## src/rtl/imem_if.sv

```systemverilog
// Instruction-memory read port: ready-based request/response between the fetch
// stage (master) and the instruction memory (slave).
interface imem_if;
    logic        imem_req;
    logic [31:0] imem_addr;
    logic        imem_ready;
    logic [31:0] imem_rdata;

    modport master (
        output imem_req,
        output imem_addr,
        input  imem_ready,
        input  imem_rdata
    );

    modport slave (
        input  imem_req,
        input  imem_addr,
        output imem_ready,
        output imem_rdata
    );
endinterface

```

## src/rtl/fetch_unit.sv

```systemverilog
// RV32I instruction fetch stage: holds the PC, fetches over the imem handshake,
// presents the latched instruction and advances the PC on retire.
module fetch_unit #(
    parameter logic [31:0] RESET_PC = 32'h0000_0000,
    parameter logic [31:0] NOP_INST = 32'h0000_0013
) (
    input  logic         clk,
    input  logic         rst,
    input  logic         PCSel,
    input  logic [31:0]  alu_target,
    input  logic         retire,
    imem_if.master       imem,
    output logic         inst_valid,
    output logic [31:0]  inst,
    output logic [31:0]  pc,
    output logic [6:0]   Opcode,
    output logic [2:0]   funct3,
    output logic         misalign_err,
    output logic [31:0]  instret
);

    typedef enum logic [1:0] {
        ST_IDLE  = 2'd0,
        ST_FETCH = 2'd1,
        ST_VALID = 2'd2,
        ST_HALT  = 2'd3
    } state_t;

    state_t      state_q, state_d;
    logic [31:0] pc_q, pc_d;
    logic [31:0] inst_q, inst_d;
    logic [31:0] instret_q, instret_d;
    logic        err_q, err_d;
    logic        req_q;
    logic        valid_q;

    // Taken targets always have bit 0 cleared, as jalr requires.
    function automatic logic [31:0] taken_target(input logic [31:0] tgt);
        return tgt & 32'hFFFF_FFFE;
    endfunction

    // Bit 1 set on a taken target means it is not word aligned.
    function automatic logic target_misaligned(input logic [31:0] tgt);
        return tgt[1];
    endfunction

    // Next-state, next-PC, instruction latch and retire counter.
    always_comb begin
        state_d   = state_q;
        pc_d      = pc_q;
        inst_d    = inst_q;
        instret_d = instret_q;
        err_d     = err_q;
        case (state_q)
            ST_IDLE: begin
                state_d = ST_FETCH;
            end
            ST_FETCH: begin
                if (imem.imem_ready) begin
                    inst_d  = imem.imem_rdata;
                    state_d = ST_VALID;
                end else begin
                    state_d = ST_FETCH;
                end
            end
            ST_VALID: begin
                if (retire) begin
                    instret_d = instret_q + 32'd1;
                    if (PCSel && target_misaligned(alu_target)) begin
                        err_d   = 1'b1;
                        state_d = ST_HALT;
                    end else if (PCSel) begin
                        pc_d    = taken_target(alu_target);
                        state_d = ST_FETCH;
                    end else begin
                        pc_d    = pc_q + 32'd4;
                        state_d = ST_FETCH;
                    end
                end else begin
                    state_d = ST_VALID;
                end
            end
            ST_HALT: begin
                state_d = ST_HALT;
            end
            default: begin
                state_d = ST_IDLE;
            end
        endcase
    end

    // State and datapath registers; request/valid are registered off the next state.
    always_ff @(posedge clk) begin
        if (rst) begin
            state_q   <= ST_IDLE;
            pc_q      <= RESET_PC;
            inst_q    <= NOP_INST;
            instret_q <= 32'd0;
            err_q     <= 1'b0;
            req_q     <= 1'b0;
            valid_q   <= 1'b0;
        end else begin
            state_q   <= state_d;
            pc_q      <= pc_d;
            inst_q    <= inst_d;
            instret_q <= instret_d;
            err_q     <= err_d;
            req_q     <= (state_d == ST_FETCH);
            valid_q   <= (state_d == ST_VALID);
        end
    end

    assign imem.imem_req  = req_q;
    assign imem.imem_addr = pc_q;
    assign inst_valid     = valid_q;
    assign inst           = inst_q;
    assign pc             = pc_q;
    assign Opcode         = inst_q[6:0];
    assign funct3         = inst_q[14:12];
    assign misalign_err   = err_q;
    assign instret        = instret_q;

endmodule

```

## src/flat_wrapper.sv

```systemverilog
// flat-port wrapper written by rule: the top's interface ports become plain ports
module fetch_unit_flat 
#(
    parameter logic [31:0] RESET_PC = 32'h0000_0000,
    parameter logic [31:0] NOP_INST = 32'h0000_0013
)
  (clk, rst, PCSel, alu_target, retire, inst_valid, inst, pc, Opcode, funct3, misalign_err, instret, imem_imem_req, imem_imem_addr, imem_imem_ready, imem_imem_rdata);
  imem_if imem_i ();
  input  logic clk;
  input  logic rst;
  input  logic PCSel;
  input  logic [31:0] alu_target;
  input  logic retire;
  output logic inst_valid;
  output logic [31:0] inst;
  output logic [31:0] pc;
  output logic [6:0] Opcode;
  output logic [2:0] funct3;
  output logic misalign_err;
  output logic [31:0] instret;
  output wire logic [$bits(imem_i.imem_req)-1:0] imem_imem_req;
  output wire logic [$bits(imem_i.imem_addr)-1:0] imem_imem_addr;
  input wire logic [$bits(imem_i.imem_ready)-1:0] imem_imem_ready;
  input wire logic [$bits(imem_i.imem_rdata)-1:0] imem_imem_rdata;
  assign imem_imem_req = imem_i.imem_req;
  assign imem_imem_addr = imem_i.imem_addr;
  assign imem_i.imem_ready = imem_imem_ready;
  assign imem_i.imem_rdata = imem_imem_rdata;
  fetch_unit #(.RESET_PC(RESET_PC), .NOP_INST(NOP_INST)) u_core (.clk(clk), .rst(rst), .PCSel(PCSel), .alu_target(alu_target), .retire(retire), .imem(imem_i), .inst_valid(inst_valid), .inst(inst), .pc(pc), .Opcode(Opcode), .funct3(funct3), .misalign_err(misalign_err), .instret(instret));
endmodule
```

## config.mk

```make
export PLATFORM = sky130hd
export DESIGN_NAME = fetch_unit_flat
export DESIGN_NICKNAME = d
export VERILOG_FILES = /design/src/rtl/imem_if.sv /design/src/rtl/fetch_unit.sv /design/src/flat_wrapper.sv
export SDC_FILE = /design/constraint.sdc
export NUM_CORES = 1
export LEC_CHECK = 0
export CAP_MARGIN = 5
export CORE_MARGIN = 2
export CORE_UTILIZATION = 39
export CTS_CLUSTER_SIZE = 16
export DETAILED_ROUTE_END_ITERATION = 16
export GPL_ROUTABILITY_DRIVEN = 0
export PLACE_DENSITY_LB_ADDON = 0.1
export SYNTH_ARGS = -nofsm -noshare
export SYNTH_HDL_FRONTEND = slang
export SYNTH_SLANG_ARGS = --single-unit
export TNS_END_PERCENT = 30
```

## constraint.sdc

```tcl
create_clock -name clk -period 2 [get_ports clk]
set_input_delay 0.5 -clock clk [delete_from_list [all_inputs] [get_ports clk]]
set_output_delay 0.5 -clock clk [all_outputs]
set_load 0.01 [all_outputs]
```

# == Yosys cells after proc, flatten, opt, wreduce, memory -nomap -nowiden ==
# Cells that the tools add are included.
# totals
word_cells,26
input_bits,69
reg_bits,101
# classes
n_addsub,2
reduce_logical,6
n_bitwise,1
muxes,5
eq_ne,5
# op_table
operator,n
adder 32 x 1 -> 32 bit (second input constant),1
adder 32 x 3 -> 32 bit (second input constant),1
two-way mux 32 bit,1
case mux 2 bit (4 select lines),1
== test 2 bit (second input constant),3
two-way mux 2 bit,3
AND reduction 3 bit,2
== test 2 x 1 -> 1 bit (second input constant),2
AND reduction 2 bit,2
logical NOT 2 bit,1
logical AND 1 bit,1
inverter 1 bit,1

# == Logic depth before layout (Yosys ltp) ==
# depth
ltp_word,5
depth_mapped,7
mapped_depth_nobuf,6

# == Least setup slack after synthesis ==
# No wires, ideal clock.
# synth_path
path_type,reg-to-reg
from,"register u_core.pc_q[2], in the netlist u_core.imem.imem_addr[2]"
to,"register u_core.pc_q[26], in the netlist u_core.imem.imem_addr[26]"
setup_time_ps,79
slack_ps,-38
t_arrival_ps,1959
path_stages_with_launch,7
t_required_ps,1921
path_cell_list,dfxtp_1 ha_1 nand4_1 nor4_2 nand4_1 or4_1 o211ai_1
# synth_via
elab_chain_cells,2
# synth_rtl
item,line_no,source
start: declaration,fetch_unit.sv:30,"logic [31:0] pc_q, pc_d;"
start signal: assignment,fetch_unit.sv:104,pc_q <= pc_d;
adder 32 x 3 -> 32 bit,fetch_unit.sv:76,pc_d = pc_q + 32'd4;
two-way mux 32 bit,fetch_unit.sv:72,end else if (PCSel) begin
# No other way between the ends.
# A chain may end at the register's enable or synchronous reset.

# == Worst setup path in the final report ==
# layout_path
from,"register u_core.pc_q[18], in the netlist u_core.imem.imem_addr[18]"
to,output imem_imem_addr[18]
# layout_lines
item,line_no,source
end: declaration,flat_wrapper.sv:22,output wire logic [$bits(imem_i.imem_addr)-1:0] imem_imem_addr;
# No word-level cell between the ends.

==> out/summary.txt <==
STATUS
-----------------------------------------------------------------------------------------------
Outcome .......................................................................... finished, final reports clean

FINISH
-----------------------------------------------------------------------------------------------
Area overhead of the layout relative to synthesis ................................        51.1%
Fraction of layout cells with a size suffix above 1 ..............................        0.126
Final instance area ..............................................................    7760 um^2
Number of nets in the finished design ............................................          926
Number of inserted diodes ........................................................            0
Number of non-filler instances in the completed layout ...........................         1032
Fillcell total ...................................................................         1185

SETUP PATH
-----------------------------------------------------------------------------------------------
R2R Path Start ................................................................... u_core.imem.imem_addr[3]
Slowest-stage cell, CP ........................................................... clkdlybuf4s50_1
WS Path Type .....................................................................   reg -> out
Kind of end point of the critical path ...........................................   output pin
Endpoint of the worst setup timing path .......................................... imem_imem_addr[18]
Length in cells of the worst reg-to-reg path .....................................            7
Worst-case register-to-register setup slack ......................................      0.10 ns
Reg-to-reg critical path endpoint ................................................ u_core.imem.imem_addr[26]
Critical Path, Cell by Cell ...................................................... buf_4 > clkdlybuf4s50_1
Arrival time at the worst endpoint ...............................................      1.46 ns
CP Launch Type ...................................................................         flop
Worst-path fanout max ............................................................            6
Biggest cell delay along the critical path .......................................      0.55 ns
Required time of the critical path ...............................................      1.50 ns
Critical Path Source ............................................................. u_core.imem.imem_addr[18]

POWER
-----------------------------------------------------------------------------------------------
Portion of total power attributed to the clock network ...........................        0.378
Total power per unit cell area ...................................................  557 nW/um^2
Switching share of total power ...................................................        0.253
Sequential Power Share ...........................................................        0.482
Leakage ..........................................................................   0.00292 uW
Logic pwr share ..................................................................        0.141
Maximum ir drop on the vdd rail ..................................................   0.000350 V
Cell-internal power ..............................................................      3230 uW
Switching power ..................................................................      1090 uW
Overall power consumption ........................................................      4330 uW

STA
-----------------------------------------------------------------------------------------------
Worst-case headroom to the max-slew limit ........................................        0.587
Setup TNS ........................................................................         0 ns
Final setup violation count ......................................................            0
Setup repair after global routing missed its margin ..............................          yes
Pins over their slew limit .......................................................            0
Transition time at the pin with the least slew margin ............................     0.619 ns
Hold Violations, Final ...........................................................            0
Min cycle time layout ............................................................      1.96 ns
Hold Worst Slack .................................................................     0.456 ns
Maximum clock skew at final layout ...............................................   0.00849 ns
Part of the cycle the worst path needs ...........................................        0.981
Timing-limited maximum frequency .................................................      509 MHz

GRT
-----------------------------------------------------------------------------------------------
Final global-route overflow total ................................................            0
Met2 global-route usage ..........................................................        0.392
Antenna violations before repair .................................................            0
GRT met1 Usage ...................................................................        0.271
Gr busiest metal .................................................................         met2
Met3 Resource Use GR .............................................................       0.0463
Maximum number of pins on one net before global-route repair .....................           45
Number of global-route vias before repair ........................................         5130
Total global-route track usage ...................................................        0.224
Wire length of the first global-routing pass .....................................     25800 um

FLOORPLANNING
-----------------------------------------------------------------------------------------------
Number of standard-cell rows in the floorplan ....................................           41
Horizontal die dimension .........................................................       119 um
Die Span Y .......................................................................       119 um
Area of the die ..................................................................   14100 um^2
Starting density of the core .....................................................        0.404
Core outline area ................................................................   12700 um^2
Count of boundary I/O pins .......................................................          210

SYNTH
-----------------------------------------------------------------------------------------------
Synthesized flop and latch total .................................................          100
Mean cell area of the mapped netlist .............................................    7.86 um^2
Post-synth design cell area ......................................................    5140 um^2
Synth warn .......................................................................            0
Async set-reset flop share out of synthesis ......................................            0
Distinct cell type count after synthesis .........................................           56
Synthesized instance count .......................................................          654
Register area share after synthesis ..............................................        0.390
Main synth FF type ...............................................................      dfxtp_1
Number of synthesized flops with an enable pin ...................................            0

ROUTING
-----------------------------------------------------------------------------------------------
Total wire length ................................................................     16100 um
Remaining number of nets flagged by the antenna check after routing ..............            0
Vias per cell ....................................................................         5.25
Drt pass-1 iters .................................................................            4
Post-route DRC ...................................................................            0
Violation count after the first detailed-route iteration .........................          336
DR WL/cell .......................................................................      15.6 um
Vias after detailed routing ......................................................         5422

PLACED DESIGN
-----------------------------------------------------------------------------------------------
HPWL reported at the end of detailed placement ...................................     12000 um
Port Buffers .....................................................................          206
Placed cell count ................................................................         1015
Instance area at placement .......................................................    7460 um^2

WORST HOLD PATH
-----------------------------------------------------------------------------------------------
Depth of the worst hold-timing path ..............................................            2
Worst min-delay path class .......................................................   reg -> reg
Startpoint of the tightest hold check path ....................................... u_core.inst[17]

CLOCK NETWORK
-----------------------------------------------------------------------------------------------
Latest clock arrival within the worst-skew pair ..................................      0.35 ns
CTS H-tree depth .................................................................            3
Max Root-Sink Buffers ............................................................            2
Number of sinks handled by clock tree synthesis ..................................          100
Clock root buffer master .........................................................    clkbuf_16
Clock input transition at the sequential cells of the worst setup and hold paths .      0.07 ns
TritonCTS Buffers ................................................................            9
Clock tree from TritonCTS ........................................................         done

RUN
-----------------------------------------------------------------------------------------------
Max cap viols ....................................................................            0

-- cell families (layout without fill, tap and decap cells) --
family                   after synthesis  after routing  share of synthesized area
AND/OR/NAND/NOR                      306            306                      0.302
other                                  1              2                   0.000730
multiplexers                           7              7                     0.0141
XOR/XNOR                              22             22                     0.0375
AO/OA/AOI/OAI                        127            127                      0.153
buffers and inverters                 89            294                     0.0984
adder cells (fa/ha/maj)                2              2                    0.00487
flip-flops                           100            100                      0.390
-- critical path, delay by kind of cell (launching register included) --
family | cells | cell delay [ns]
buffers and inverters | 2 | 0.73
flip-flops | 1 | 0.39
-- routing by layer --
metal	part of all wire	wire, um	vias up
met5	0	0	-
met4	0.015	249	0
met3	0.052	843	18
met2	0.51	8180	151
met1	0.43	6860	2576
li1	-	-	2677
-- what timing repair did --
| item | 4_1_cts | 5_1_grt |
|---|---|---|
| hold buffers | 0 | 0 |
| setup endpoints to repair | 5 | 17 |
| pin swaps | 1 | 1 |
| setup buffers | 1 | 0 |
| gates resized for setup | 2 | 7 |
| hold endpoints to repair | 0 | 0 |
-- per-stage QoR --
| step | setup slack [ns] | util |
|---|---|---|
| floorplan | 0.00277 | - |
| global placement | -0.318 | 0.586 |
| detailed placement | -0.340 | 0.586 |
| CTS | 0.0164 | 0.608 |
| global route | -0.0293 | 0.610 |
| finish | 0.0370 | 0.610 |
-- worst min path at each step --
stage / end / slack, ns
global route: u_core.inst[20] / 0.48
CTS: u_core.inst[24] / 0.46
global placement: u_core.inst[7] / 0.44
finish: u_core.inst[17] / 0.46
detailed placement: u_core.inst[26] / 0.45
floorplan: u_core.inst[10] / 0.48
-- cell usage after synthesis (6+ instances only) --
| cell | number | area, um^2 |
|---|---|---|
| a21o_1 | 8 | 60.1 |
| a21oi_1 | 52 | 260 |
| a22oi_1 | 6 | 45.0 |
| a31oi_1 | 10 | 62.6 |
| and3_1 | 15 | 93.8 |
| and4_1 | 6 | 52.6 |
| buf_1 | 6 | 22.5 |
| buf_4 | 44 | 330 |
| clkbuf_1 | 29 | 109 |
| dfxtp_1 | 100 | 2000 |
| nand2_1 | 109 | 409 |
| nand3_1 | 30 | 150 |
| nand4_1 | 24 | 150 |
| nor2_1 | 59 | 221 |
| nor2b_1 | 10 | 62.6 |
| nor3_1 | 9 | 45.0 |
| nor4_1 | 8 | 50.1 |
| o211ai_1 | 8 | 60.1 |
| o21ai_0 | 17 | 85.1 |
| or4_1 | 10 | 75.1 |
| xnor2_1 | 11 | 96.3 |
| xor2_1 | 11 | 96.3 |
-- cell usage in the layout, fill, tap and decap left out, types with 3 or more instances in the layout --
| master | synthesis | routed |
|---|---|---|
| clkdlybuf4s50_1 | 0 | 201 |
| nand2_1 | 109 | 109 |
| dfxtp_1 | 100 | 95 |
| buf_4 | 44 | 66 |
| nor2_1 | 59 | 58 |
| a21oi_1 | 52 | 51 |
| nand3_1 | 30 | 30 |
| nand4_1 | 24 | 24 |
| o21ai_0 | 17 | 17 |
| and3_1 | 15 | 15 |
| xor2_1 | 11 | 11 |
| xnor2_1 | 11 | 11 |
| nor2b_1 | 10 | 10 |
| a31oi_1 | 10 | 10 |
| or4_1 | 10 | 9 |
| nor3_1 | 9 | 9 |
| clkbuf_16 | 0 | 9 |
| a21o_1 | 8 | 8 |
| nor4_1 | 8 | 8 |
| o211ai_1 | 8 | 8 |
| and4_1 | 6 | 6 |
| a22oi_1 | 6 | 6 |
| inv_1 | 5 | 5 |
| mux2i_1 | 5 | 5 |
| o22ai_1 | 5 | 5 |
| dfxtp_2 | 0 | 5 |
| nand3b_1 | 4 | 4 |
| nor4_4 | 2 | 3 |
| nand3_2 | 3 | 3 |
| or3_1 | 3 | 3 |
| a211oi_1 | 3 | 3 |
| clkinv_2 | 0 | 3 |
| dlymetal6s2s_1 | 0 | 3 |
-- power groups by stage --
stage	sequential (uW)	combinational [uW]	clock [uW]
floorplan	2160	235	0
global placement	2130	600	0
detailed placement	2130	608	0
CTS	2080	611	1660
global route	2090	653	1750
finish	2080	608	1630
-- final cells by class --
cell class | count | area [um^2] | area share
clock buffers | 9 | 225 | 0.0290
clock inverters | 7 | 50.0 | 0.00645
inverters | 5 | 18.8 | 0.00242
multi-input cells | 466 | 2660 | 0.342
flip-flops and latches | 100 | 2010 | 0.259
well taps | 172 | 215 | 0.0277
repair buffers | 273 | 2590 | 0.334
-- sequential cells by signal, summed over array words and instances (netlist names) --
signal and cells:
u_core.misalign_err 1, u_core.instret 32, u_core.imem.imem_req 1, u_core.inst 32
u_core.inst_valid 1, u_core.imem.imem_addr 31, u_core.state_q 2
Note: power is estimated with default switching activity, not from simulation.
